File: config.mk
export PLATFORM = sky130hd
export DESIGN_NAME = nonce_dispatch_ctrl
export DESIGN_NICKNAME = d
export VERILOG_FILES = /design/src/rtl/nonce_dispatch_ctrl.sv
export SDC_FILE = /design/constraint.sdc
export NUM_CORES = 1
export LEC_CHECK = 0
export BUFFER_PORTS_ARGS = -buffer_cell sky130_fd_sc_hd__buf_4
export CAP_MARGIN = 20
export CORE_UTILIZATION = 25
export DETAILED_ROUTE_END_ITERATION = 8
export MAX_ROUTING_LAYER = met4
export PLACE_DENSITY = 0.39
export SYNTH_ARGS = -nofsm -noshare
export SYNTH_HDL_FRONTEND = slang
export SYNTH_SLANG_ARGS = --single-unit
File: constraint.sdc
create_clock -name hash_clk -period 2.7 [get_ports hash_clk]
set_input_delay 0.135 -clock hash_clk [delete_from_list [all_inputs] [get_ports hash_clk]]
set_output_delay 0.135 -clock hash_clk [all_outputs]
set_load 0.01 [all_outputs]
File: src/rtl/nonce_dispatch_ctrl.sv
// Nonce dispatcher: sequences hash cores over equal nonce slices and
// arbitrates their golden results into a small FIFO for the UART path.
module nonce_dispatch_ctrl #(
  parameter int NCORES     = 4,
  parameter int FIFO_DEPTH = 4
) (
  input  logic                   hash_clk,
  input  logic                   reset_n,
  input  logic                   start_mining,
  input  logic                   work_valid,
  output logic [NCORES-1:0]      core_load,
  output logic [31:0]            core_nonce_base,
  input  logic [NCORES-1:0]      core_busy,
  input  logic [NCORES-1:0]      golden_valid,
  input  logic [32*NCORES-1:0]   golden_nonce,
  output logic [NCORES-1:0]      golden_ack,
  output logic                   result_valid,
  output logic [31:0]            result_nonce,
  input  logic                   result_ready,
  output logic                   mining
);

  localparam int IW = $clog2(NCORES);
  localparam int PW = $clog2(FIFO_DEPTH);
  localparam int CW = PW + 1;

  typedef enum logic [1:0] {
    IDLE = 2'd0,
    LOAD = 2'd1,
    RUN  = 2'd2
  } state_e;

  state_e            state_q;
  logic [IW-1:0]     idx_q;
  logic [1:0]        guard_q;
  logic              start_q;
  logic [NCORES-1:0] core_load_q;
  logic [31:0]       base_q;
  logic              mining_q;

  logic [IW-1:0]     rr_q;
  logic [NCORES-1:0] ack_q;
  logic [31:0]       mem_q [FIFO_DEPTH];
  logic [PW-1:0]     wr_q;
  logic [PW-1:0]     rd_q;
  logic [CW-1:0]     cnt_q;

  logic              start_edge;
  logic [IW-1:0]     idx_inc;
  logic              run_exhausted;

  function automatic logic [NCORES-1:0] onehot(input logic [IW-1:0] i);
    logic [NCORES-1:0] v;
    v    = '0;
    v[i] = 1'b1;
    return v;
  endfunction

  // Each core owns an equal slice: base is the index in the top bits.
  function automatic logic [31:0] slice_base(input logic [IW-1:0] i);
    return {i, {(32-IW){1'b0}}};
  endfunction

  assign start_edge    = start_mining & ~start_q;
  assign idx_inc       = idx_q + IW'(1);
  assign run_exhausted = (guard_q == 2'd2) & ~|core_busy;

  always_ff @(posedge hash_clk or negedge reset_n) begin
    if (!reset_n) begin
      state_q     <= IDLE;
      idx_q       <= '0;
      guard_q     <= '0;
      start_q     <= 1'b0;
      core_load_q <= '0;
      base_q      <= '0;
      mining_q    <= 1'b0;
    end else begin
      start_q     <= start_mining;
      core_load_q <= '0;
      base_q      <= '0;
      unique case (state_q)
        IDLE: begin
          if (start_edge) begin
            state_q     <= LOAD;
            idx_q       <= '0;
            core_load_q <= onehot('0);
          end
        end
        LOAD: begin
          if (idx_q == IW'(NCORES-1)) begin
            state_q  <= RUN;
            guard_q  <= '0;
            mining_q <= 1'b1;
          end else begin
            idx_q       <= idx_inc;
            core_load_q <= onehot(idx_inc);
            base_q      <= slice_base(idx_inc);
          end
        end
        RUN: begin
          if (work_valid || start_edge) begin
            state_q     <= LOAD;
            idx_q       <= '0;
            core_load_q <= onehot('0);
            mining_q    <= 1'b0;
          end else if (run_exhausted) begin
            state_q  <= IDLE;
            mining_q <= 1'b0;
          end else if (guard_q != 2'd2) begin
            guard_q <= guard_q + 2'd1;
          end
        end
        default: begin
          state_q  <= IDLE;
          mining_q <= 1'b0;
        end
      endcase
    end
  end

  logic [NCORES-1:0] req;
  logic              gnt_found;
  logic [IW-1:0]     gnt_idx;
  logic [IW-1:0]     cand;
  logic              full;
  logic              grant;
  logic              pop;
  logic [31:0]       gnt_nonce;

  // A core just acked still shows valid for one cycle; mask it out.
  assign req = golden_valid & ~ack_q;

  always_comb begin
    gnt_found = 1'b0;
    gnt_idx   = '0;
    cand      = '0;
    for (int k = 0; k < NCORES; k++) begin
      cand = rr_q + IW'(k);
      if (!gnt_found && req[cand]) begin
        gnt_found = 1'b1;
        gnt_idx   = cand;
      end
    end
  end

  assign full      = (cnt_q == CW'(FIFO_DEPTH));
  assign grant     = gnt_found & ~full;
  assign pop       = (cnt_q != '0) & result_ready;
  assign gnt_nonce = golden_nonce[32*int'(gnt_idx) +: 32];

  always_ff @(posedge hash_clk or negedge reset_n) begin
    if (!reset_n) begin
      rr_q  <= '0;
      ack_q <= '0;
      wr_q  <= '0;
      rd_q  <= '0;
      cnt_q <= '0;
      for (int i = 0; i < FIFO_DEPTH; i++) mem_q[i] <= '0;
    end else begin
      ack_q <= '0;
      if (grant) begin
        ack_q        <= onehot(gnt_idx);
        mem_q[wr_q]  <= gnt_nonce;
        wr_q         <= wr_q + PW'(1);
        rr_q         <= gnt_idx + IW'(1);
      end
      if (pop) rd_q <= rd_q + PW'(1);
      unique case ({grant, pop})
        2'b10:   cnt_q <= cnt_q + CW'(1);
        2'b01:   cnt_q <= cnt_q - CW'(1);
        default: cnt_q <= cnt_q;
      endcase
    end
  end

  assign core_load       = core_load_q;
  assign core_nonce_base = base_q;
  assign mining          = mining_q;
  assign golden_ack      = ack_q;
  assign result_valid    = (cnt_q != '0);
  assign result_nonce    = mem_q[rd_q];

endmodule

==> summary.txt, run 1 <==
Status
  – Status: finished, final reports clean

Logic synthesis
  – Post-Synth XOR/XNOR Area: less than 1%
  – Compound-Gate Fraction of Synth Area: between 20% and 30%
  – Post-synthesis sequential area ratio: between 40 and 50%
  – Synth cell types: 50
  – Simple-Gate Fraction of Synth Area: roughly 8.2%
  – Ys flop type: dfrtp_1
  – Post-synthesis async set-or-reset flop share: 100%
  – Post-synth EDFFs: 0
  – Mux cell area share after synthesis: just over 8%
  – Syn Area/Cell: 10.8 um^2
  – Synth Instances: ~840
  – Yosys Warn Count: 0
  – Largest family of logic cells by synthesized area: compound AO/OA/AOI/OAI gates
  – Synth Cell Area: approximately 0.0091 mm^2
  – Post-synthesis register bit count: around 160
  – Synthesized-area fraction occupied by adder cells: 2.29%

Place
  – DP HPWL: around 19000 um
  – IO Port Bufs: between 150 and 200
  – Placed cells: ~1.4k
  – Post-DP Area: about 0.011 mm^2
  – GP Congestion: 0.726

Worst setup path
  – Worst path arrival time: 2.66 ns
  – Stages on the worst setup path: 6
  – Cell family with the largest share of critical-path delay: compound AO/OA/AOI/OAI gates
  – Reg2reg start: golden_ack[2]
  – Worst EP required: 3.02 ns
  – Largest stage delay on the critical path: roughly 0.47 ns
  – Crit Path Max Fanout: 15
  – Worst path slowest cell: and3_4
  – Worst R2R End: mem_q[58]
  – Crit Path Class: reg2reg
  – R2R depth: 6
  – CP Cell Sequence: nand2b_1 > a221oi_4 > and3_4 > buf_4 > a211oi_2 > o31ai_1
  – Crit path launch type: register
  – Worst reg-to-reg setup slack: 0.36 ns
  – CP startpoint: golden_ack[2]
  – Crit end category: register
  – CP endpoint: mem_q[58]
  – Buf/Inv on CP: 1

STA
  – Worst Max-Slew Pin Slew: 0.620 ns
  – Slew Limit Fails: 0
  – Final hold vios: 0
  – Setup TNS: 0 ns
  – Final period utilization: 86.6%
  – Max-slew headroom: 58.6%
  – Fmax achieved: ~430 MHz
  – Final min period: 2.34 ns
  – Clock skew: between 0.01 and 0.015 ns
  – RSZ-0062 raised after global routing: no
  – Final Setup Violations: 0

Clock network
  – Clock-pin slew on the worst setup and hold paths: about 0.070 ns
  – Post-CTS Hold Buffers: 2
  – TritonCTS Sinks: between 150 and 200
  – Bufs on Longest Clock Path: 2
  – Skew-Pair Late Insertion Delay: approximately 0.43 ns
  – Number of gates resized after CTS: 0
  – H-tree levels: 4
  – CTS Buf Count: 17
  – Post-CTS setup buffers: 0
  – TritonCTS clock tree: yes
  – Clock root buffer master: clkbuf_16

Route
  – Vias per inst: between 4 and 5
  – Routed WL per cell: around 19 um
  – DR vias: roughly 6.9k
  – Post-route ant nets: 0
  – DR DRC count: 0
  – DRT iter0 DRCs: ~350
  – Post-Route WL: approximately 28000 um
  – TritonRoute pass-1 iters: 4

GRT
  – GRT Util Overall: 16.1%
  – Initial antenna violation count: 1
  – First-pass GRT wire length: about 43000 um
  – Pin count of the biggest net entering global routing: between 60 and 70
  – Global route total overflow: 0
  – Number of global-route vias before repair: between 7k and 8k

Layout
  – Design Area, Final: roughly 0.012 mm^2
  – Fin nets: between 1k and 1.5k
  – Layout cells sized above 1: 34.6%
  – Filler Cells Inserted: between 3k and 4k
  – Commonest non-fill, non-tap cell in the layout: buf_4
  – Commonest non-fill, non-tap cells in the layout: 197 x buf_4, 153 x dfrtp_1, 133 x nand2_1
  – Layout area overhead: 27.7%
  – Non-Filler Instances: 1473

Floorplanning
  – Initial Util: between 20 and 30%
  – Die height: 192 um
  – Die ar.: about 0.037 mm^2
  – Die width: ~190 um
  – Row count: 69
  – Io pins: between 200 and 250
  – Core area: about 0.036 mm^2

Pwr
  – Worst VDD drop: between 0.0005 and 0.0006 V
  – Power density cells: approximately 1300 mW/mm^2
  – Pleak: between 0.005 and 0.006 uW
  – Total power draw: between 15000 and 20000 uW

Job
  – Max Cap Viol: 0

Min path
  – Worst hold path class: in2reg
power by group:
part	switching, uW	internal (uW)	total [uW]	leakage, uW
Sequential	681	3480	4160	0.00192
Combinational	4950	3710	8660	0.00300
Clock	967	1510	2480	0.000288
Total	6590	8710	15300	0.00520
cell usage after synthesis, drive strengths merged, types with 2 or more instances:
library cell    n  area share, %
mux2            2           0.25
inv            78            3.2
xor2            3           0.29
nand3           2           0.11
o22ai           2           0.14
clkbuf         35            1.6
xnor2           4           0.39
a31oi          64            4.4
a21oi           3           0.17
nor2b           4           0.28
and3            2           0.19
mux4           32            8.0
o31ai         128             11
nand2b          4           0.30
dfrtp         155             43
nor3b           2           0.17
buf            63            5.2
o21ai           4           0.22
nor2            6           0.25
a21o            4           0.33
and2            9           0.62
nand2         137            5.7
ha             15            2.1
a211oi         64             11
flip-flops by register name, indices dropped and copies added, names as in the netlist:
signal	count
golden_ack	4
core_load	4
rr_q	2
mining	1
start_q	1
idx_q	2
state_q	2
mem_q	128
rd_q	2
core_nonce_base	2
wr_q	2
guard_q	2
cnt_q	3
layer usage:
| layer | vias up | share of wire (%) | track usage (%) |
|---|---|---|---|
| li1 | 3309 | - | - |
| met4 | 0 | 1.3 | 4.27 |
| met1 | 3459 | 47 | 21.4 |
| met2 | 159 | 48 | 25.4 |
| met3 | 20 | 3.7 | 2.45 |
| met5 | - | 0 | - |
how the worst min path moves through the flow:
stage	startpoint	end	slack, ns	depth (start not counted)
after detailed placement	reset_n	guard_q[1]	0.12	1
after floorplan	reset_n	cnt_q[0]	-0.16	0
after global placement	reset_n	guard_q[1]	0.13	1
after CTS	golden_nonce[120]	mem_q[120]	0.06	3
final	golden_nonce[120]	mem_q[120]	0.09	3
after global routing	golden_nonce[123]	mem_q[123]	0.08	3
worst reg2reg max path, cell delays in order (launching register included):
cell      delay (ns)
dfrtp_1         0.41
nand2b_1        0.22
a221oi_4        0.33
and3_4          0.47
buf_4           0.36
a211oi_2        0.17
o31ai_1         0.27
through the flow:
step	hold WS [ns]	utilization, %	setup slack [ns]
3_3_place_gp	0.130	30.8	0.399
2_1_floorplan	-0.161	-	0.556
5_1_grt	0.0784	32.5	0.183
4_1_cts	0.0599	32.5	0.328
6_report	0.0871	32.5	0.362
3_5_place_dp	0.125	30.8	0.351
area by class of cell:
cell class | count | area, um^2 | area share (%)
sequential | 155 | 3880 | 33.6
clock buffer | 22 | 474 | 4.10
multi-input combinational | 533 | 4400 | 38.1
clock inverter | 7 | 116 | 1.01
inverter | 79 | 298 | 2.58
antenna | 1 | 2.50 | 0.0216
timing repair buffer | 215 | 1810 | 15.7
tap | 461 | 577 | 4.99
cells by family (layout without fill, tap and decap cells):
logic type / Yosys count / count (layout)
other: 1 / 31
adder cells (fa/ha/maj): 16 / 16
AND/OR/NAND/NOR: 173 / 173
AO/OA/AOI/OAI: 273 / 273
flip-flops: 155 / 155
multiplexers: 34 / 34
XOR/XNOR: 7 / 7
buffers and inverters: 177 / 323
Note: power is estimated with default switching activity, not from simulation.
==> run 2: changes to the inputs <==
--- a/config.mk
+++ b/config.mk
@@ -7,10 +7,10 @@
 export LEC_CHECK = 0
 export BUFFER_PORTS_ARGS = -buffer_cell sky130_fd_sc_hd__buf_4
 export CAP_MARGIN = 20
-export CORE_UTILIZATION = 25
+export CORE_UTILIZATION = 50
 export DETAILED_ROUTE_END_ITERATION = 8
 export MAX_ROUTING_LAYER = met4
-export PLACE_DENSITY = 0.39
+export PLACE_DENSITY = 0.71
 export SYNTH_ARGS = -nofsm -noshare
 export SYNTH_HDL_FRONTEND = slang
 export SYNTH_SLANG_ARGS = --single-unit
==> constraint.sdc (replaced) <==
create_clock -name hash_clk -period 2.7 [get_ports hash_clk]
set_input_delay 0 -clock hash_clk [delete_from_list [all_inputs] [get_ports hash_clk]]
set_output_delay 0 -clock hash_clk [all_outputs]
set_load 0.01 [all_outputs]
==> run 2 against run 1 <==
Global-route usage grew 12 points. Total power is 5.6% higher. Die area shrank 50%. Routed wire length decreased by 11%. Critical path type unchanged. Largest cell class unchanged.
==> summary.txt, run 2 (synthesized netlist as in run 1, its figures left out) <==
Worst setup path
  – CP startpoint: rr_q[0]
  – Crit Path Class: reg2reg
  – Worst path arrival time: 2.93 ns
  – Crit end category: register
  – Worst path slowest cell: dlygate4sd3_1
  – Crit Path Max Fanout: 12
  – Largest stage delay on the critical path: ~0.57 ns
  – Crit path launch type: register
  – Worst reg-to-reg setup slack: between 0.07 and 0.08 ns
  – Reg2reg start: rr_q[0]
  – CP Cell Sequence: nor4b_4 > a221oi_4 > and3_4 > buf_12 > clkbuf_16 > a211oi_2 > o31ai_1 > dlygate4sd3_1
  – Worst EP required: 3.00 ns

Layout
  – Fin nets: approximately 1.3k
  – Max FFs per register: 128
  – Non-Filler Instances: between 1k and 1.5k
  – Post-layout util: 70.5%
  – Reg with most FFs: mem_q
  – Layout area overhead: 36.2%
  – Diodes inserted: 0
  – Layout cells sized above 1: between 30% and 40%
  – Commonest non-fill, non-tap cells in the layout: 218 x buf_4, 153 x dfrtp_1, 133 x nand2_1
  – Commonest non-fill, non-tap cell in the layout: buf_4

Place
  – IO Port Bufs: roughly 180
  – Placed cells: about 1.2k
  – DP HPWL: 15800 um
  – GP Congestion: approximately 0.8

Pwr
  – Pleak: 0.00568 uW
  – Power density cells: 1310 mW/mm^2
  – Worst VDD drop: 0.000762 V
  – Total power draw: between 15000 and 20000 uW

Route
  – DRT iter0 DRCs: between 400 and 500
  – DR DRC count: 0
  – Post-Route WL: 24900 um
  – Routed WL per cell: around 19 um
  – Post-route ant nets: 0
  – Vias per inst: ~5.7
  – DR vias: a little under 8k
  – TritonRoute pass-1 iters: 5

Status
  – Status: finished, final reports clean

GRT
  – GRT Util Overall: between 20% and 30%
  – Number of global-route vias before repair: ~7.7k
  – Global route total overflow: 0
  – First-pass GRT wire length: about 39000 um
  – Pin count of the biggest net entering global routing: 79
  – Initial antenna violation count: 0

STA
  – Worst Max-Slew Pin Slew: around 0.75 ns
  – Fmax achieved: 381 MHz
  – Final min period: 2.62 ns
  – Final Setup Violations: 0
  – Clock skew: between 0.005 and 0.006 ns
  – Final period utilization: a little over nine tenths
  – Hold slack: 0.00368 ns
  – Max-slew headroom: about 50%
  – Slew Limit Fails: 0
  – Final hold vios: 0

Clock network
  – TritonCTS Sinks: 155
  – TritonCTS clock tree: yes
  – Bufs on Longest Clock Path: 2
  – CTS Buf Count: 17
  – Skew-Pair Late Insertion Delay: 0.43 ns
  – Clock-pin slew on the worst setup and hold paths: around 0.06 ns
  – Clock root buffer master: clkbuf_16
  – H-tree levels: 4

Floorplanning
  – Die height: between 100 and 150 um
  – Io pins: between 200 and 250
  – Core area: 0.0175 mm^2
  – Initial Util: between 50% and 60%
  – Die ar.: between 0.015 and 0.02 mm^2
  – Row count: 48
  – Die width: 137 um

Min path
  – Hold Path Origin: golden_nonce[85]
  – Worst hold path class: in2reg

Job
  – Max Cap Viol: 0
run 2: changes by cell type in the layout (fill, tap and decap cells not counted), sizes merged:
cell / before / now
dlygate4sd3: 2 / 80
buf: 213 / 233
clkbuf: 22 / 27
clkinv: 4 / 2
diode: 1 / 0
inv: 78 / 79
run 2: layout make-up:
| cell class | instances | area (um^2) |
|---|---|---|
| clock buffer | 25 | 515 |
| clock inverter | 6 | 108 |
| fill | 1245 | 5150 |
| inverter | 79 | 299 |
| multi-input combinational | 533 | 4480 |
| sequential | 155 | 3880 |
| tap | 225 | 282 |
| timing repair buffer | 315 | 2760 |
run 2: repair_timing:
item                       4_1_cts  5_1_grt
resized for setup                0       24
hold endpoints to repair       175        0
hold buffers                    80        0
setup endpoints to repair        0       21
setup buffers                    0       18
run 2: power breakdown:
group	total, uW	internal [uW]	switching, uW
combinational	9410	4370	5040
sequential	4240	3480	759
clock	2500	1590	907
total	16200	9450	6710
run 2: per-layer routing:
metal	GRT usage (%)	wire length (um)	vias up
met2	46.0	12500	330
met5	-	0	-
met4	10.5	605	0
met3	4.44	1560	50
li1	-	-	3507
met1	34.9	10200	3801
run 2: final timing paths:
| path | end | cells after the start |
|---|---|---|
| worst max-delay path | mem_q[105] | 8 |
| worst min-delay path | mem_q[53] | 3 |
| worst max register to register | mem_q[105] | 8 |
| worst min register to register | mem_q[60] | 2 |
| max in group asynchronous | mem_q[20] | 3 |
| min in group asynchronous | mem_q[123] | 2 |
run 2: metrics by stage:
step / TNS [ns] / worst slack (ns) / cell area, um^2
after floorplan: 0 / 0.556 / 9160
after global placement: 0 / 0.556 / 10600
after detailed placement: 0 / 0.459 / 10600
after CTS: 0 / 0.0171 / 12000
after global routing: -0.0721 / -0.0395 / 12300
final: 0 / 0.0752 / 12300
run 2: critical path, delay by kind of cell, from the launching register on:
family | cells | cell delay [ns]
buffers and inverters | 3 | 0.90
and+or+nand+nor | 2 | 0.61
AOI/OAI and AO/OA | 3 | 0.54
DFF | 1 | 0.46
==> run 3: changes to the inputs <==
--- a/config.mk
+++ b/config.mk
@@ -5,12 +5,13 @@
 export SDC_FILE = /design/constraint.sdc
 export NUM_CORES = 1
 export LEC_CHECK = 0
-export BUFFER_PORTS_ARGS = -buffer_cell sky130_fd_sc_hd__buf_4
 export CAP_MARGIN = 20
+export CORE_MARGIN = 8
 export CORE_UTILIZATION = 50
 export DETAILED_ROUTE_END_ITERATION = 8
+export DONT_BUFFER_PORTS = 1
 export MAX_ROUTING_LAYER = met4
-export PLACE_DENSITY = 0.71
+export PLACE_DENSITY = 0.61
 export SYNTH_ARGS = -nofsm -noshare
 export SYNTH_HDL_FRONTEND = slang
 export SYNTH_SLANG_ARGS = --single-unit
==> run 3 against run 2 <==
Critical path type unchanged. Cell area down 15%. The flow now finishes with violations (hold timing). Critical path depth down 2. Clock skew up 0.0061 ns. Sequential power about the same.
==> summary.txt, run 3 (synthesized netlist as in run 1, its figures left out) <==
GRT
  – Initial antenna violation count: 0
  – Pin count of the biggest net entering global routing: 156
  – Global route total overflow: 0
  – GRT Util Overall: around 23%
  – Global routing's busiest layer: met2
  – Met1 Track Usage GR: between 20% and 30%
  – GRT met3 Usage: under 10%
  – Grt met2 use: about 36%
  – Number of global-route vias before repair: ~7.3k
  – First-pass GRT wire length: ~39000 um

Pwr
  – Worst VDD drop: 0.000747 V
  – Power density cells: 1370 mW/mm^2
  – Pleak: ~0.0046 uW

Floorplanning
  – Row count: 49
  – Die height: around 150 um
  – Io pins: between 200 and 250
  – Core area: ~0.018 mm^2
  – Die width: 151 um
  – Initial Util: just over 50%
  – Die ar.: approximately 0.023 mm^2

Layout
  – Commonest non-fill, non-tap cells in the layout: 153 x dfrtp_1, 133 x nand2_1, 128 x o31ai_1
  – Register area: about 0.0039 mm^2
  – Fin nets: approximately 1.0k
  – Non-Filler Instances: 1122
  – Layout area overhead: 15.8%
  – Filler Cells Inserted: roughly 1.5k
  – Multi-input combinational cell area: ~0.0044 mm^2
  – Commonest non-fill, non-tap cell in the layout: dfrtp_1
  – Layout cells sized above 1: 18.6%
  – Max FFs per register: between 100 and 150
  – Reg with most FFs: mem_q

Worst setup path
  – Crit path launch type: register
  – R2R depth: 6
  – Worst R2R End: mem_q[95]
  – Worst EP required: 2.98 ns
  – CP endpoint: mem_q[95]
  – Crit Path Class: reg2reg
  – Worst path slowest cell: buf_4
  – CP Cell Sequence: nand2b_1 > a221oi_4 > buf_4 > a31oi_1 > a211oi_1 > o31ai_1
  – Reg2reg start: golden_ack[2]
  – Worst path arrival time: 2.70 ns
  – Crit Path Max Fanout: 45
  – Crit end category: register
  – Largest stage delay on the critical path: roughly 0.52 ns
  – CP startpoint: golden_ack[2]
  – Worst reg-to-reg setup slack: ~0.28 ns

STA
  – Worst Max-Slew Pin Slew: about 0.55 ns
  – Fmax achieved: a little over 400 MHz
  – Clock skew: approximately 0.012 ns
  – Hold slack: -0.727 ns
  – Final hold vios: 155
  – Final min period: between 2 and 2.5 ns
  – Final period utilization: between 80 and 90%
  – Final Setup Violations: 0
  – Slew Limit Fails: 0
  – Setup TNS: 0 ns
  – RSZ-0062 raised after global routing: no
  – Max-slew headroom: 63.0%
  – Fin worst setup slack: 0.282 ns

Status
  – Status: finished, violations left
  – Failing checks: hold timing

Place
  – IO Port Bufs: 0
  – Placed cells: between 1k and 1.5k
  – GP Congestion: between 0.8 and 0.9
  – DP HPWL: ~17000 um
  – Pre-CTS setup slack: roughly 0.33 ns

Clock network
  – CTS Buf Count: 17
  – Post-CTS Hold Buffers: between 60 and 70
  – TritonCTS Sinks: approximately 160
  – Bufs on Longest Clock Path: 2
  – Skew-Pair Late Insertion Delay: 0.42 ns
  – TritonCTS clock tree: yes
  – Clock-pin slew on the worst setup and hold paths: ~0.060 ns
  – H-tree levels: 4
  – Number of gates resized after CTS: 0
  – Clock root buffer master: clkbuf_16

Route
  – Vias per inst: between 6 and 7
  – Post-route ant nets: 0
  – Routed WL per cell: about 22 um
  – DR vias: roughly 6.9k
  – TritonRoute pass-1 iters: 4
  – DRT iter0 DRCs: 401
  – Post-Route WL: 24600 um
  – DR DRC count: 0

Job
  – Max Cap Viol: 0

Min path
  – Worst hold path class: in2async
## run 3: repair_timing
item                                   CTS  global route
buffers inserted                         0             0
setup endpoints to repair                0             0
endpoints found under the hold margin  290           155
## run 3: routing by layer
metal / vias up / share of wire, %
met4: 0 / 2.3
met1: 3435 / 41
met5: - / 0
met2: 301 / 49
li1: 3080 / -
met3: 42 / 8.1
## run 3: worst min path at each step
stage               cells past startpoint  slack [ns]           end
floorplan                               0       -0.30      cnt_q[0]
detailed placement                      0       -0.29    mem_q[111]
global route                            0       -0.75     mem_q[79]
CTS                                     0       -0.74    mem_q[111]
finish                                  0       -0.73    mem_q[111]
global placement                        0       -0.29  core_load[1]
## run 3: through the flow
stage	total power, uW	instance area, um^2	hold WS, ns	utilization (%)
5_1_grt	15300	10500	-0.751	58.7
3_5_place_dp	11700	9140	-0.290	51.2
2_1_floorplan	9960	9160	-0.296	-
4_1_cts	14500	10500	-0.742	58.7
6_report	14400	10500	-0.727	58.7
3_3_place_gp	11300	9140	-0.288	51.2
## run 3: critical path, delay by kind of cell (launching register included)
family	cells	cell delay, ns
AOI/OAI and AO/OA	4	1.07
buffers and inverters	1	0.52
DFF	1	0.45
and+or+nand+nor	1	0.24
## run 3: cell type report
cell class | count | area share (%)
Clock buffer | 21 | 4.49
Sequential cell | 155 | 37.0
Clock inverter | 11 | 1.81
Multi-Input combinational cell | 533 | 41.9
Inverter | 79 | 2.84
Tap cell | 229 | 2.73
Timing Repair Buffer | 93 | 9.12
Antenna cell | 1 | 0.0239
## run 3: power by group
| group | internal [uW] | leakage (uW) | switching, uW |
|---|---|---|---|
| registers | 3480 | 0.00192 | 761 |
| logic | 2900 | 0.00231 | 4570 |
| clock network | 1710 | 0.000323 | 937 |
